### config.mk
export PLATFORM = sky130hd
export DESIGN_NAME = uart_tx_arbiter_flat
export DESIGN_NICKNAME = d
export VERILOG_FILES = /design/src/rtl/uart_tx_arbiter_if.sv /design/src/rtl/uart_tx_arbiter.sv /design/src/flat_wrapper.sv
export SDC_FILE = /design/constraint.sdc
export NUM_CORES = 1
export LEC_CHECK = 0
export CAP_MARGIN = 20
export CORE_UTILIZATION = 44
export DETAILED_ROUTE_END_ITERATION = 16
export PLACE_DENSITY = 0.93
export RECOVER_POWER = 100
export SLEW_MARGIN = 20
export SYNTH_ARGS = -nofsm -noshare
export SYNTH_HDL_FRONTEND = slang
export SYNTH_SLANG_ARGS = --single-unit
### constraint.sdc
create_clock -name clk -period 4.7 [get_ports clk]
set_input_delay 0.94 -clock clk [delete_from_list [all_inputs] [get_ports clk]]
set_output_delay 0.94 -clock clk [all_outputs]
set_load 0.01 [all_outputs]
### src/rtl/uart_tx_arbiter_if.sv
// Requester-side and uart_tx-side signals of the arbiter. The arbiter uses the
// master modport; the requesters and the uart_tx model use the slave modport.
interface uart_tx_arbiter_if #(
  parameter int N_REQ = 4
);
  logic [N_REQ-1:0]   req_valid;
  logic [8*N_REQ-1:0] req_data;
  logic [N_REQ-1:0]   req_par_en;
  logic [N_REQ-1:0]   req_par_typ;
  logic [N_REQ-1:0]   req_ack;
  logic [7:0]         tx_p_data;
  logic               tx_data_valid;
  logic               tx_par_en;
  logic               tx_par_typ;
  logic               tx_busy;

  modport master (
    input  req_valid, req_data, req_par_en, req_par_typ, tx_busy,
    output req_ack, tx_p_data, tx_data_valid, tx_par_en, tx_par_typ
  );

  modport slave (
    output req_valid, req_data, req_par_en, req_par_typ, tx_busy,
    input  req_ack, tx_p_data, tx_data_valid, tx_par_en, tx_par_typ
  );
endinterface

### src/rtl/uart_tx_arbiter.sv
// Round-robin arbiter sharing one uart_tx among N_REQ byte requesters.
// Captures the winner's byte and parity settings, launches, then tracks Busy.
module uart_tx_arbiter #(
  parameter int N_REQ        = 4,
  parameter int BUSY_TIMEOUT = 8
) (
  input  logic                     clk,
  input  logic                     rst,
  uart_tx_arbiter_if.master        bus,
  output logic [$clog2(N_REQ)-1:0] grant_id,
  output logic                     active,
  output logic                     frame_done,
  output logic                     timeout_err
);
  localparam int GID_W = $clog2(N_REQ);
  localparam int CNT_W = $clog2(BUSY_TIMEOUT + 1);
  localparam logic [CNT_W-1:0] CNT_LAST = CNT_W'(BUSY_TIMEOUT - 1);
  localparam logic [GID_W-1:0] GID_MAX  = GID_W'(N_REQ - 1);

  localparam logic [1:0] IDLE      = 2'd0;
  localparam logic [1:0] LAUNCH    = 2'd1;
  localparam logic [1:0] WAIT_BUSY = 2'd2;
  localparam logic [1:0] WAIT_DONE = 2'd3;

  logic [1:0]       state;
  logic [1:0]       state_nxt;
  logic [GID_W-1:0] last_grant;
  logic [CNT_W-1:0] busy_cnt;
  logic [GID_W-1:0] win_idx;
  logic             win_found;
  logic [GID_W-1:0] cand;

  // Search starts one past the last served requester and wraps at N_REQ.
  always_comb begin
    win_found = 1'b0;
    win_idx   = '0;
    cand      = last_grant;
    for (int k = 0; k < N_REQ; k++) begin
      cand = (cand == GID_MAX) ? '0 : cand + GID_W'(1);
      if (!win_found && bus.req_valid[cand]) begin
        win_found = 1'b1;
        win_idx   = cand;
      end
    end
  end

  always_comb begin
    state_nxt = state;
    case (state)
      IDLE:      if (win_found && !bus.tx_busy) state_nxt = LAUNCH;
      LAUNCH:    state_nxt = WAIT_BUSY;
      WAIT_BUSY: begin
        if (bus.tx_busy)               state_nxt = WAIT_DONE;
        else if (busy_cnt == CNT_LAST) state_nxt = IDLE;
      end
      WAIT_DONE: if (!bus.tx_busy) state_nxt = IDLE;
      default:   state_nxt = IDLE;
    endcase
  end

  // Registered outputs; pulses default low and are raised for one cycle.
  always_ff @(posedge clk) begin
    if (rst) begin
      state             <= IDLE;
      last_grant        <= GID_MAX;
      busy_cnt          <= '0;
      grant_id          <= '0;
      active            <= 1'b0;
      frame_done        <= 1'b0;
      timeout_err       <= 1'b0;
      bus.req_ack       <= '0;
      bus.tx_p_data     <= 8'h00;
      bus.tx_data_valid <= 1'b0;
      bus.tx_par_en     <= 1'b0;
      bus.tx_par_typ    <= 1'b0;
    end else begin
      state             <= state_nxt;
      active            <= (state_nxt != IDLE);
      bus.req_ack       <= '0;
      bus.tx_data_valid <= 1'b0;
      frame_done        <= 1'b0;
      timeout_err       <= 1'b0;
      case (state)
        IDLE: begin
          if (state_nxt == LAUNCH) begin
            bus.req_ack    <= N_REQ'(1) << win_idx;
            bus.tx_p_data  <= bus.req_data[{win_idx, 3'b000} +: 8];
            bus.tx_par_en  <= bus.req_par_en[win_idx];
            bus.tx_par_typ <= bus.req_par_typ[win_idx];
            grant_id       <= win_idx;
          end
        end
        LAUNCH: begin
          bus.tx_data_valid <= 1'b1;
          busy_cnt          <= '0;
        end
        WAIT_BUSY: begin
          if (!bus.tx_busy) begin
            busy_cnt <= busy_cnt + CNT_W'(1);
            if (busy_cnt == CNT_LAST) begin
              timeout_err <= 1'b1;
              last_grant  <= grant_id;
            end
          end
        end
        WAIT_DONE: begin
          if (!bus.tx_busy) begin
            frame_done <= 1'b1;
            last_grant <= grant_id;
          end
        end
        default: ;
      endcase
    end
  end
endmodule
### src/flat_wrapper.sv
// flat-port wrapper written by rule: the top's interface ports become plain ports
module uart_tx_arbiter_flat 
#(
  parameter int N_REQ        = 4,
  parameter int BUSY_TIMEOUT = 8
)
  (clk, rst, grant_id, active, frame_done, timeout_err, bus_req_valid, bus_req_data, bus_req_par_en, bus_req_par_typ, bus_tx_busy, bus_req_ack, bus_tx_p_data, bus_tx_data_valid, bus_tx_par_en, bus_tx_par_typ);
  uart_tx_arbiter_if #(.N_REQ(N_REQ)) bus_i ();
  input  logic clk;
  input  logic rst;
  output logic [$clog2(N_REQ)-1:0] grant_id;
  output logic active;
  output logic frame_done;
  output logic timeout_err;
  input wire logic [$bits(bus_i.req_valid)-1:0] bus_req_valid;
  input wire logic [$bits(bus_i.req_data)-1:0] bus_req_data;
  input wire logic [$bits(bus_i.req_par_en)-1:0] bus_req_par_en;
  input wire logic [$bits(bus_i.req_par_typ)-1:0] bus_req_par_typ;
  input wire logic [$bits(bus_i.tx_busy)-1:0] bus_tx_busy;
  output wire logic [$bits(bus_i.req_ack)-1:0] bus_req_ack;
  output wire logic [$bits(bus_i.tx_p_data)-1:0] bus_tx_p_data;
  output wire logic [$bits(bus_i.tx_data_valid)-1:0] bus_tx_data_valid;
  output wire logic [$bits(bus_i.tx_par_en)-1:0] bus_tx_par_en;
  output wire logic [$bits(bus_i.tx_par_typ)-1:0] bus_tx_par_typ;
  assign bus_i.req_valid = bus_req_valid;
  assign bus_i.req_data = bus_req_data;
  assign bus_i.req_par_en = bus_req_par_en;
  assign bus_i.req_par_typ = bus_req_par_typ;
  assign bus_i.tx_busy = bus_tx_busy;
  assign bus_req_ack = bus_i.req_ack;
  assign bus_tx_p_data = bus_i.tx_p_data;
  assign bus_tx_data_valid = bus_i.tx_data_valid;
  assign bus_tx_par_en = bus_i.tx_par_en;
  assign bus_tx_par_typ = bus_i.tx_par_typ;
  uart_tx_arbiter #(.N_REQ(N_REQ), .BUSY_TIMEOUT(BUSY_TIMEOUT)) u_core (.clk(clk), .rst(rst), .bus(bus_i), .grant_id(grant_id), .active(active), .frame_done(frame_done), .timeout_err(timeout_err));
endmodule
* Word-level counts from Yosys, hierarchy flattened
Cells that the tools add are included.
Storage, ports and cells: flip-flop bits (word level) 28, input port bits 47, output and inout bits 20, logic and storage cells 96
Cells by class: $add $sub $neg 5, order comparisons 5, eq/ne operators 12, shift operators 2, muxes and demuxes 38, bitwise logic cells 4, reduce and logical (&&, ||, !) cells 18
Operator list (number):
- 32-bit by 6-bit indexed part select with 8-bit output | 1
- 2-bit 2-to-1 mux | 15
- 2-bit by 3-bit < comparator with 1-bit output, second input constant | 5
- 1-bit 2-to-1 mux | 13
- 1-bit binary-select mux with 2-bit select | 6
- 2-bit == test, second input constant | 6
- 2-bit by 1-bit adder with 2-bit output, second input constant | 4
- 2-bit case mux with 4 select lines | 1
- 4-bit case mux with 2 select lines | 1
- 2-bit nonzero test | 3
- 3-bit OR reduction | 2
- 4-bit by 1-bit adder with 4-bit output, second input constant | 1
- 2-bit by 1-bit == test with 1-bit output, second input constant | 2
- 4-bit by 3-bit == test with 1-bit output, second input constant | 1
- 1-bit logical AND | 4
- 1-bit zero test | 4
- 4-bit 2-to-1 mux | 1
- 2-bit != test, second input constant | 2
- 1-bit inverter | 4
- 2-bit case mux with 2 select lines | 1
- 2-bit AND reduction | 2
- 4-bit AND reduction | 1
- 1-bit by 2-bit left shift with 4-bit output, first input constant | 1
- 2-bit zero test | 1
- other kinds (2) | 2

* Longest topological paths before layout
Gate-level depths: netlist (run 1).
word-level depth 20, mapped depth 8, depth with buffers taken out 6

* Worst setup path after synthesis (run 1)
Ideal clock, no wire load.
path kind input-to-reg, start point input bus_tx_busy, end point register u_core.bus.tx_p_data[6], setup time 0.079 ns, arrival 2.140 ns, required time 4.621 ns, path slack 2.481 ns, stages on the path 7, path buffers 2, path through or2_4 or3_1 buf_6 nor2_4 o21ai_2 buf_6 o221ai_2
On the way: cells in the longest elaborated chain, start to end 6, elaborated cells between the ends (all ways) 8, classes of those cells eq/ne: 1; mux: 4; reduce/logical: 3
Ends and longest elaborated chain:
- start, declared | line flat_wrapper.sv:19 | input wire logic [$bits(bus_i.tx_busy)-1:0] bus_tx_busy;
- 1-bit zero test | line uart_tx_arbiter.sv:50 | IDLE: if (win_found && !bus.tx_busy) state_nxt = LAUNCH;
- 1-bit logical AND | line uart_tx_arbiter.sv:50
- 2-bit 2-to-1 mux | line uart_tx_arbiter.sv:50
- 2-bit case mux with 4 select lines (*) | line uart_tx_arbiter.sv:49 | case (state)
- 2-bit by 1-bit == test with 1-bit output (*) | line uart_tx_arbiter.sv:85 | if (state_nxt == LAUNCH) begin
- 2-bit AND reduction (no source line) (*)
- end signal, assigned | line uart_tx_arbiter.sv:87 | bus.tx_p_data <= bus.req_data[{win_idx, 3'b000} +: 8];
- end, declared | line uart_tx_arbiter_if.sv:19 | output req_ack, tx_p_data, tx_data_valid, tx_par_en, tx_par_typ
Every way passes the cells marked *; elsewhere a longest branch is shown, timed or not. A chain may end at the register's enable or synchronous reset.

* Worst setup path in the final report (run 1)
start point input bus_req_valid[2], end point register u_core.bus.tx_par_en
On the way: cells in the longest elaborated chain, start to end 17, elaborated cells between the ends (all ways) 29, classes of those cells eq/ne: 1; mux: 20; reduce/logical: 8
Ends and longest elaborated chain:
- start, declared | line flat_wrapper.sv:15 | input wire logic [$bits(bus_i.req_valid)-1:0] bus_req_valid;
- 1-bit binary-select mux with 2-bit select | line uart_tx_arbiter.sv:40 | if (!win_found && bus.req_valid[cand]) begin
- 1-bit 2-to-1 mux (implied by the code) | line uart_tx_arbiter.sv:40
- 1-bit 2-to-1 mux | line uart_tx_arbiter.sv:40
- 1-bit zero test | line uart_tx_arbiter.sv:40
- 1-bit logical AND | line uart_tx_arbiter.sv:40
- 1-bit 2-to-1 mux | line uart_tx_arbiter.sv:40
- 1-bit zero test | line uart_tx_arbiter.sv:40
- 1-bit logical AND | line uart_tx_arbiter.sv:40
- 1-bit 2-to-1 mux | line uart_tx_arbiter.sv:40
- 1-bit zero test | line uart_tx_arbiter.sv:40
- 1-bit logical AND | line uart_tx_arbiter.sv:40
- 1-bit 2-to-1 mux | line uart_tx_arbiter.sv:40
- 1-bit logical AND | line uart_tx_arbiter.sv:50
- 2-bit 2-to-1 mux | line uart_tx_arbiter.sv:50
- 2-bit case mux with 4 select lines | line uart_tx_arbiter.sv:49
- 2-bit by 1-bit == test with 1-bit output | line uart_tx_arbiter.sv:85
- 2-bit AND reduction (no source line)
- end signal, assigned | line uart_tx_arbiter.sv:88 | bus.tx_par_en <= bus.req_par_en[win_idx];
- end, declared | line uart_tx_arbiter_if.sv:19
Several ways; a longest one is shown, not always the timed one. The select of a mux whose other input is x is not followed.

==> impl_results.md, run 1 <==
* # IOs at 67
* Req. time, crit path at 4.88 ns
* Sequential power share at 50.2%
* Worst Setup Slack, final at 1.22 ns
* Antenna-violating nets left at 0
* Worst Hold Class: register to register
* Synthesized area at 0.00145 mm2
* Hold_sp: u_core.bus.tx_p_data[6]$_SDFFE_PP0P_
* WL/cell at 13.8 um
* NumNets Final at 261
* Post-Place Worst Slack at 1.55 ns
* FF+latch count, synth at 28
* Met1 usage at 26.4%
* Core area at 0.00308 mm2
* Area of the die at 0.00352 mm2
* WHS Endpoint: u_core.bus.tx_p_data[6]$_SDFFE_PP0P_
* Post-synth top area cell: dfxtp_1
* Max-slew headroom at -34.1%
* Routing usage on met2 at 34.3%
* Clk slew on worst S/H paths at 0.16 ns
* Vias at 1,335
* Hold Vio Cnt, Final at 0
* Gr busiest metal: met2
* Post-CTS Hold Buffers at 0
* Period utilisation layout at 74.0%
* Synth warnings at 0
* Sw Ratio at 27.8%
* Antenna violations before repair at 0
* Multi-input logic area at 800 um2
* H-tree depth at 1
* VDD IR max at 106 uV
* Hpwl dp at 2730 um
* 1st-pass router iterations at 4
* Iter 0 DRT Violations at 61
* Ratio of cells with drive above 1 in the final layout at 7.58%
* Grt ovf at 0
* # diodes at 0
* Tmin final at 3.48 ns
* Worst Reg-to-Reg Cells at 5
* Final setup TNS at 0 ns
* Routed Wire Length at 3510 um
* Initial Util at 47.0%
* Syn_nets at 198
* Post-CTS Resized at 0
* P_int at 0.000381 W
* Final Slew Violations at 13
* Leakage Power at 0.826 nW
* Layout fillers at 256
* Failing checks: max-capacitance violations, max-slew violations
* Synth cell types at 34
* Area delta synth->final at 47.5%
* PwrDens at 247 mW/mm2
* R2R Path End: u_core.bus.tx_par_en$_SDFFE_PP0P_
* Syn_area_per_cell at 9.72 um2
* Worst flop-to-flop path startpoint: u_core.last_grant[0]$_SDFFE_PP1P_
* CP max FO at 12
* Hold WS at 0.487 ns
* Switching power total at 0.000147 W
* Clk buf depth at 2
* Tot GR Track Use at 21.3%
* Clock power share at 23.0%
* Routability Congestion at 0.812
* Clk_lat worst skew at 0.35 ns
* Post-synth top area share at 38.7%
* Post-DR vias/cell at 5.24
* First-pass GRT wire length at 5460 um
* Worst hold path cell count at 2
* Clock root cell: clkbuf_4
* Port Buffers at 66
* Number of synthesized flops with an enable pin at 0
* Sequential cell area at 561 um2
* Met3 usage at 4.37%
* Vias in the first global route at 1,253
* Worst-Margin Slew at 1.99 ns
* Synth Instances at 149
* Num CTS Buffers at 3
* Largest net degree at the start of global routing at 25
* Synth async-reset ratio at 0%
* Max frequency at 0.287 GHz
* Endpoints failing setup at 0
* Crit path DAT at 3.66 ns
* Ys flop type: dfxtp_1
* Rows at 20
* Outcome: finished with violations
* Comb power frac at 26.7%
* TritonCTS clock tree: yes
* Worst R2R Setup Slack at 1.76 ns
* Crit. End Element: register
* Die W at 59.4 um
* Drc violations at 0
* Max_cap viols at 1
* Seq/Total Area, Yosys at 38.7%
* Die H at 59.4 um
* RSZ-0062 raised after global routing: false
* Setup bufs post-CTS at 0
* Clock sink count at 28
* Crit start category: input pin
* Clock skew at 0.0153 ns
* Synth top area cells: dfxtp_1 39%, mux2i_1 17%, o221ai_2 9.3%
* Setup CP Type: input pin to register
[cell type report]
class	instances	area share [%]
flip-flops and latches	28	26.3
well taps	44	2.58
multi-input cells	108	37.5
inverters	4	0.703
clock buffers	4	1.70
repair buffers	67	31.3
[stage by stage]
step / util (%) / std cells / power [W] / instance area (um2)
6_report: 69.3 / 255 / 0.000527 / 2130
4_1_cts: 69.6 / 255 / 0.000537 / 2140
3_5_place_dp: 68.4 / 251 / 0.000418 / 2100
2_1_floorplan: - / 149 / 0.000345 / 1450
3_3_place_gp: 68.4 / 251 / 0.000415 / 2100
5_1_grt: 69.3 / 255 / 0.000549 / 2130
[cell families (layout without fill, tap and decap cells)]
logic type / Yosys count / count (layout) / synth area share (%)
and+or+nand+nor: 53 / 53 / 17.6
AOI/OAI and AO/OA: 29 / 29 / 19.7
DFF: 28 / 28 / 38.7
muxes: 24 / 24 / 16.6
buffers and inverters: 13 / 75 / 5.62
adders and majority gates: 2 / 2 / 1.73
[Yosys cell counts, types with 2 or more instances]
cell / number
nor2b_1: 3
buf_6: 3
inv_1: 4
nand2_1: 17
mux2i_1: 24
o221ai_2: 9
ha_1: 2
nor2_1: 18
clkbuf_1: 2
and2_1: 2
buf_2: 2
nor3_1: 3
dfxtp_1: 28
buf_4: 2
nand2b_1: 2
o21ai_0: 3
a21oi_1: 5
a211o_1: 2
a32oi_1: 3
[state kept, by name, indices dropped and copies added, names as in the netlist]
register,flops
u_core.state,2
u_core.last_grant,2
u_core.frame_done,1
u_core.bus.req_ack,4
u_core.bus.tx_par_typ,1
u_core.timeout_err,1
u_core.bus.tx_p_data,8
u_core.active,1
u_core.busy_cnt,4
u_core.bus.tx_data_valid,1
u_core.grant_id,2
u_core.bus.tx_par_en,1
[metal layers]
layer | part of all wire, % | wire, um | vias to the layer above
met5 | 0 | 0 | -
met4 | 2.6 | 90 | 0
met3 | 4.1 | 143 | 9
met2 | 50 | 1760 | 47
met1 | 43 | 1520 | 617
li1 | - | - | 662
[worst max-delay path by stage]
stage / from / endpoint / slack (ns) / cells past startpoint
after floorplan: bus_tx_busy / u_core.bus.tx_p_data[6]$_SDFFE_PP0P_ / 2.48 / 7
after global placement: bus_tx_busy / u_core.bus.tx_par_en$_SDFFE_PP0P_ / 1.61 / 6
after detailed placement: bus_tx_busy / u_core.bus.tx_par_en$_SDFFE_PP0P_ / 1.55 / 6
after CTS: bus_tx_busy / u_core.bus.tx_p_data[7]$_SDFFE_PP0P_ / 1.93 / 6
after global routing: bus_req_valid[2] / u_core.bus.tx_par_en$_SDFFE_PP0P_ / 0.99 / 5
final: bus_req_valid[2] / u_core.bus.tx_par_en$_SDFFE_PP0P_ / 1.22 / 5
[worst max-delay path, cell delays in order]
cell,delay (ns)
dlygate4sd3_1,0.59
o21a_1,0.21
a311oi_1,0.08
o21ai_0,1.53
o221ai_1,0.30
[layout by cell type (no fill, tap or decap), types with 2 or more instances in the layout]
| master | n |
|---|---|
| clkdlybuf4s50_1 | 43 |
| dfxtp_1 | 28 |
| mux2i_1 | 24 |
| dlygate4sd3_1 | 23 |
| nor2_1 | 18 |
| nand2_1 | 17 |
| o221ai_2 | 9 |
| a21oi_1 | 5 |
| inv_1 | 4 |
| o21ai_0 | 4 |
| nor2b_1 | 3 |
| a32oi_1 | 3 |
| nor3_1 | 3 |
| clkbuf_4 | 3 |
| nand2b_1 | 2 |
| and2_0 | 2 |
| a211o_1 | 2 |
| ha_1 | 2 |
[power by group through the flow]
stage	clock network [W]	registers (W)	logic, W
2_1_floorplan	0	0.000271	0.0000741
3_3_place_gp	0	0.000270	0.000145
3_5_place_dp	0	0.000270	0.000148
4_1_cts	0.000123	0.000265	0.000148
5_1_grt	0.000130	0.000267	0.000151
6_report	0.000121	0.000265	0.000141
(Power assumes the default switching activity.)
==> run 2, diff against run 1 <==
--- a/config.mk
+++ b/config.mk
@@ -6,9 +6,9 @@
 export NUM_CORES = 1
 export LEC_CHECK = 0
 export CAP_MARGIN = 20
-export CORE_UTILIZATION = 44
+export CORE_UTILIZATION = 37
 export DETAILED_ROUTE_END_ITERATION = 16
-export PLACE_DENSITY = 0.93
+export PLACE_DENSITY = 0.84
 export RECOVER_POWER = 100
 export SLEW_MARGIN = 20
 export SYNTH_ARGS = -nofsm -noshare
==> constraint.sdc (replaced) <==
create_clock -name clk -period 3.1 [get_ports clk]
set_input_delay 0.62 -clock clk [delete_from_list [all_inputs] [get_ports clk]]
set_output_delay 0.62 -clock clk [all_outputs]
set_load 0.01 [all_outputs]
==> run 2 against run 1 <==
- the run now ends clean
- sequential cell count unchanged
- highest routed layer unchanged
- core utilization is 11 points lower
- clock power rose by 82%
- routed wire length down 6.9%
- hold slack worse by 0.016 ns
- design area grew 1.3%
- die area is 18% higher
- count of clock-buffer cells in the layout did not move
==> impl_results.md, run 2 (synthesis results as in run 1) <==
* CP max FO at 12 (unchanged)
* Vias in the first global route at 1,126 (-10%)
* Port Buffers at 66 (unchanged)
* Most common cell after layout, fill and taps aside: clkdlybuf4s50_1
* Rows at 22 (+10%)
* 1st-pass router iterations at 4 (unchanged)
* Area delta synth->final at 49.4%
* Clock root cell: clkbuf_8
* Die H at 64.6 um (+8.7%)
* First-pass GRT wire length at 5290 um (-3.0%)
* Sw Ratio at 25.8% (-2.0 points)
* Antenna-violating nets left at 0 (unchanged)
* Tmin final at 2.71 ns
* Clk slew on worst S/H paths at 0.09 ns (-0.07 ns)
* Max reg flops at 8 (unchanged)
* Crit. End Element: register
* Leakage Power at 0.835 nW (+1.1%)
* Clock power share at 26.4% (+3.4 points)
* Final setup TNS at 0 ns (unchanged)
* Grt ovf at 0 (unchanged)
* Largest net degree at the start of global routing at 25 (unchanged)
* Antenna violations before repair at 0 (unchanged)
* Clk buf depth at 2 (unchanged)
* Post-DR vias/cell at 4.94 (-5.7%)
* H-tree depth at 1 (unchanged)
* PwrDens at 385 mW/mm2 (+56%)
* # diodes at 0 (unchanged)
* WL/cell at 12.6 um (-8.7%)
* Outcome: completed
* TritonCTS clock tree: yes
* Post-CTS Hold Buffers at 0 (unchanged)
* Clock sink count at 28 (unchanged)
* Crit start category: input pin
* RSZ-0062 raised after global routing: false
* Max_cap viols at 0 (-1)
* Initial Util at 39.0% (-8.1 points)
* Endpoints failing setup at 0 (unchanged)
* Num CTS Buffers at 3 (unchanged)
* Post-CTS Resized at 0 (unchanged)
* Comb power frac at 25.6% (-1.1 points)
* NumNets Final at 262 (+0.38%)
* Drc violations at 0 (unchanged)
* Die W at 64.6 um (+8.7%)
* Clk_lat worst skew at 0.27 ns (-0.08 ns)
* Worst Hold Class: register to register
* Total power draw at 0.000833 W (+58%)
* Ratio of cells with drive above 1 in the final layout at 7.55% (-0.036 points)
* Largest Register: u_core.bus.tx_p_data
* Hold Vio Cnt, Final at 0 (unchanged)
* Vias at 1,284 (-3.8%)
* Core area at 0.00372 mm2 (+21%)
* Commonest cells after routing, fill and taps aside: 44 x clkdlybuf4s50_1, 28 x dfxtp_1, 24 x mux2i_1
* Crit path DAT at 2.90 ns (-0.76 ns)
* Iter 0 DRT Violations at 47 (-23%)
* Max-slew headroom at 17.5% (+52 points)
* Biggest regs: u_core.bus.tx_p_data (8), u_core.bus.req_ack (4), u_core.busy_cnt (4)
* # IOs at 67 (unchanged)
* Area of the die at 0.00417 mm2 (+18%)
* Hpwl dp at 2510 um (-8.1%)
* Sequential power share at 48.1% (-2.1 points)
* Routability Congestion at 0.785 (-3.3%)
* Routed Wire Length at 3270 um (-6.9%)
* Switching power total at 0.000215 W (+47%)
* Period utilisation layout at 87.5%
* Setup bufs post-CTS at 0 (unchanged)
* VDD IR max at 195 uV (+84%)
* P_int at 0.000618 W (+62%)
* Tot GR Track Use at 16.5% (-4.8 points)
* Worst-Margin Slew at 1.23 ns (-0.761 ns)
* Max frequency at 0.369 GHz
* Final Slew Violations at 0 (-13)
* Setup CP Type: input pin to register
* Clock skew at 0.00969 ns (-0.00562 ns)
* Req. time, crit path at 3.29 ns (-1.59 ns)
[run 2: stage by stage]
stage | setup slack, ns | hold slack, ns | util [%] | std cells | area [um2]
global route | 0.251 | 0.497 | 58.2 | 260 | 2160
finish | 0.387 | 0.471 | 58.2 | 260 | 2160
detailed placement | 0.305 | 0.451 | 57.0 | 256 | 2120
global placement | 0.315 | 0.452 | 57.0 | 256 | 2120
CTS | 0.600 | 0.481 | 58.5 | 260 | 2170
floorplan | 1.14 | 0.500 | - | 149 | 1450
[run 2: path summary, 6_finish.rpt]
path,startpoint,endpoint,slack [ns],depth (start not counted)
setup / recovery,bus_tx_busy,u_core.bus.tx_par_typ$_SDFFE_PP0P_,0.39,6
hold reg to reg,u_core.bus.tx_p_data[0]$_SDFFE_PP0P_,u_core.bus.tx_p_data[0]$_SDFFE_PP0P_,0.47,2
hold / removal,u_core.bus.tx_p_data[0]$_SDFFE_PP0P_,u_core.bus.tx_p_data[0]$_SDFFE_PP0P_,0.47,2
setup reg to reg,u_core.last_grant[0]$_SDFFE_PP1P_,u_core.bus.tx_par_en$_SDFFE_PP0P_,0.79,5
[run 2: per-layer routing]
layer	vias up	global-route usage, %	part of all wire, %
met5	-	0	0
met4	0	5.28	1.1
met3	4	2.64	3.8
met2	33	27.6	51
met1	585	21.4	44
li1	662	-	-
[run 2: area by class of cell]
cell class	instances	area [um2]
Fill cell	335	1550
Multi-Input combinational cell	108	800
Timing Repair Buffer	68	672
Sequential cell	28	561
Tap cell	48	60.1
Clock buffer	4	55.1
Inverter	4	15.0
[run 2: critical path, cell delays in order]
cell and delay (ns):
dlygate4sd3_1 0.62, or2_0 0.31, or3_1 0.48, nor2_4 0.12, o21ai_1 0.40, o221ai_2 0.33
[run 2: power groups by stage]
stage | Clock (W) | Combinational [W] | Sequential, W
3_5_place_dp | 0 | 0.000224 | 0.000409
5_1_grt | 0.000240 | 0.000231 | 0.000405
3_3_place_gp | 0 | 0.000222 | 0.000409
4_1_cts | 0.000224 | 0.000225 | 0.000401
6_report | 0.000220 | 0.000213 | 0.000401
2_1_floorplan | 0 | 0.000112 | 0.000412
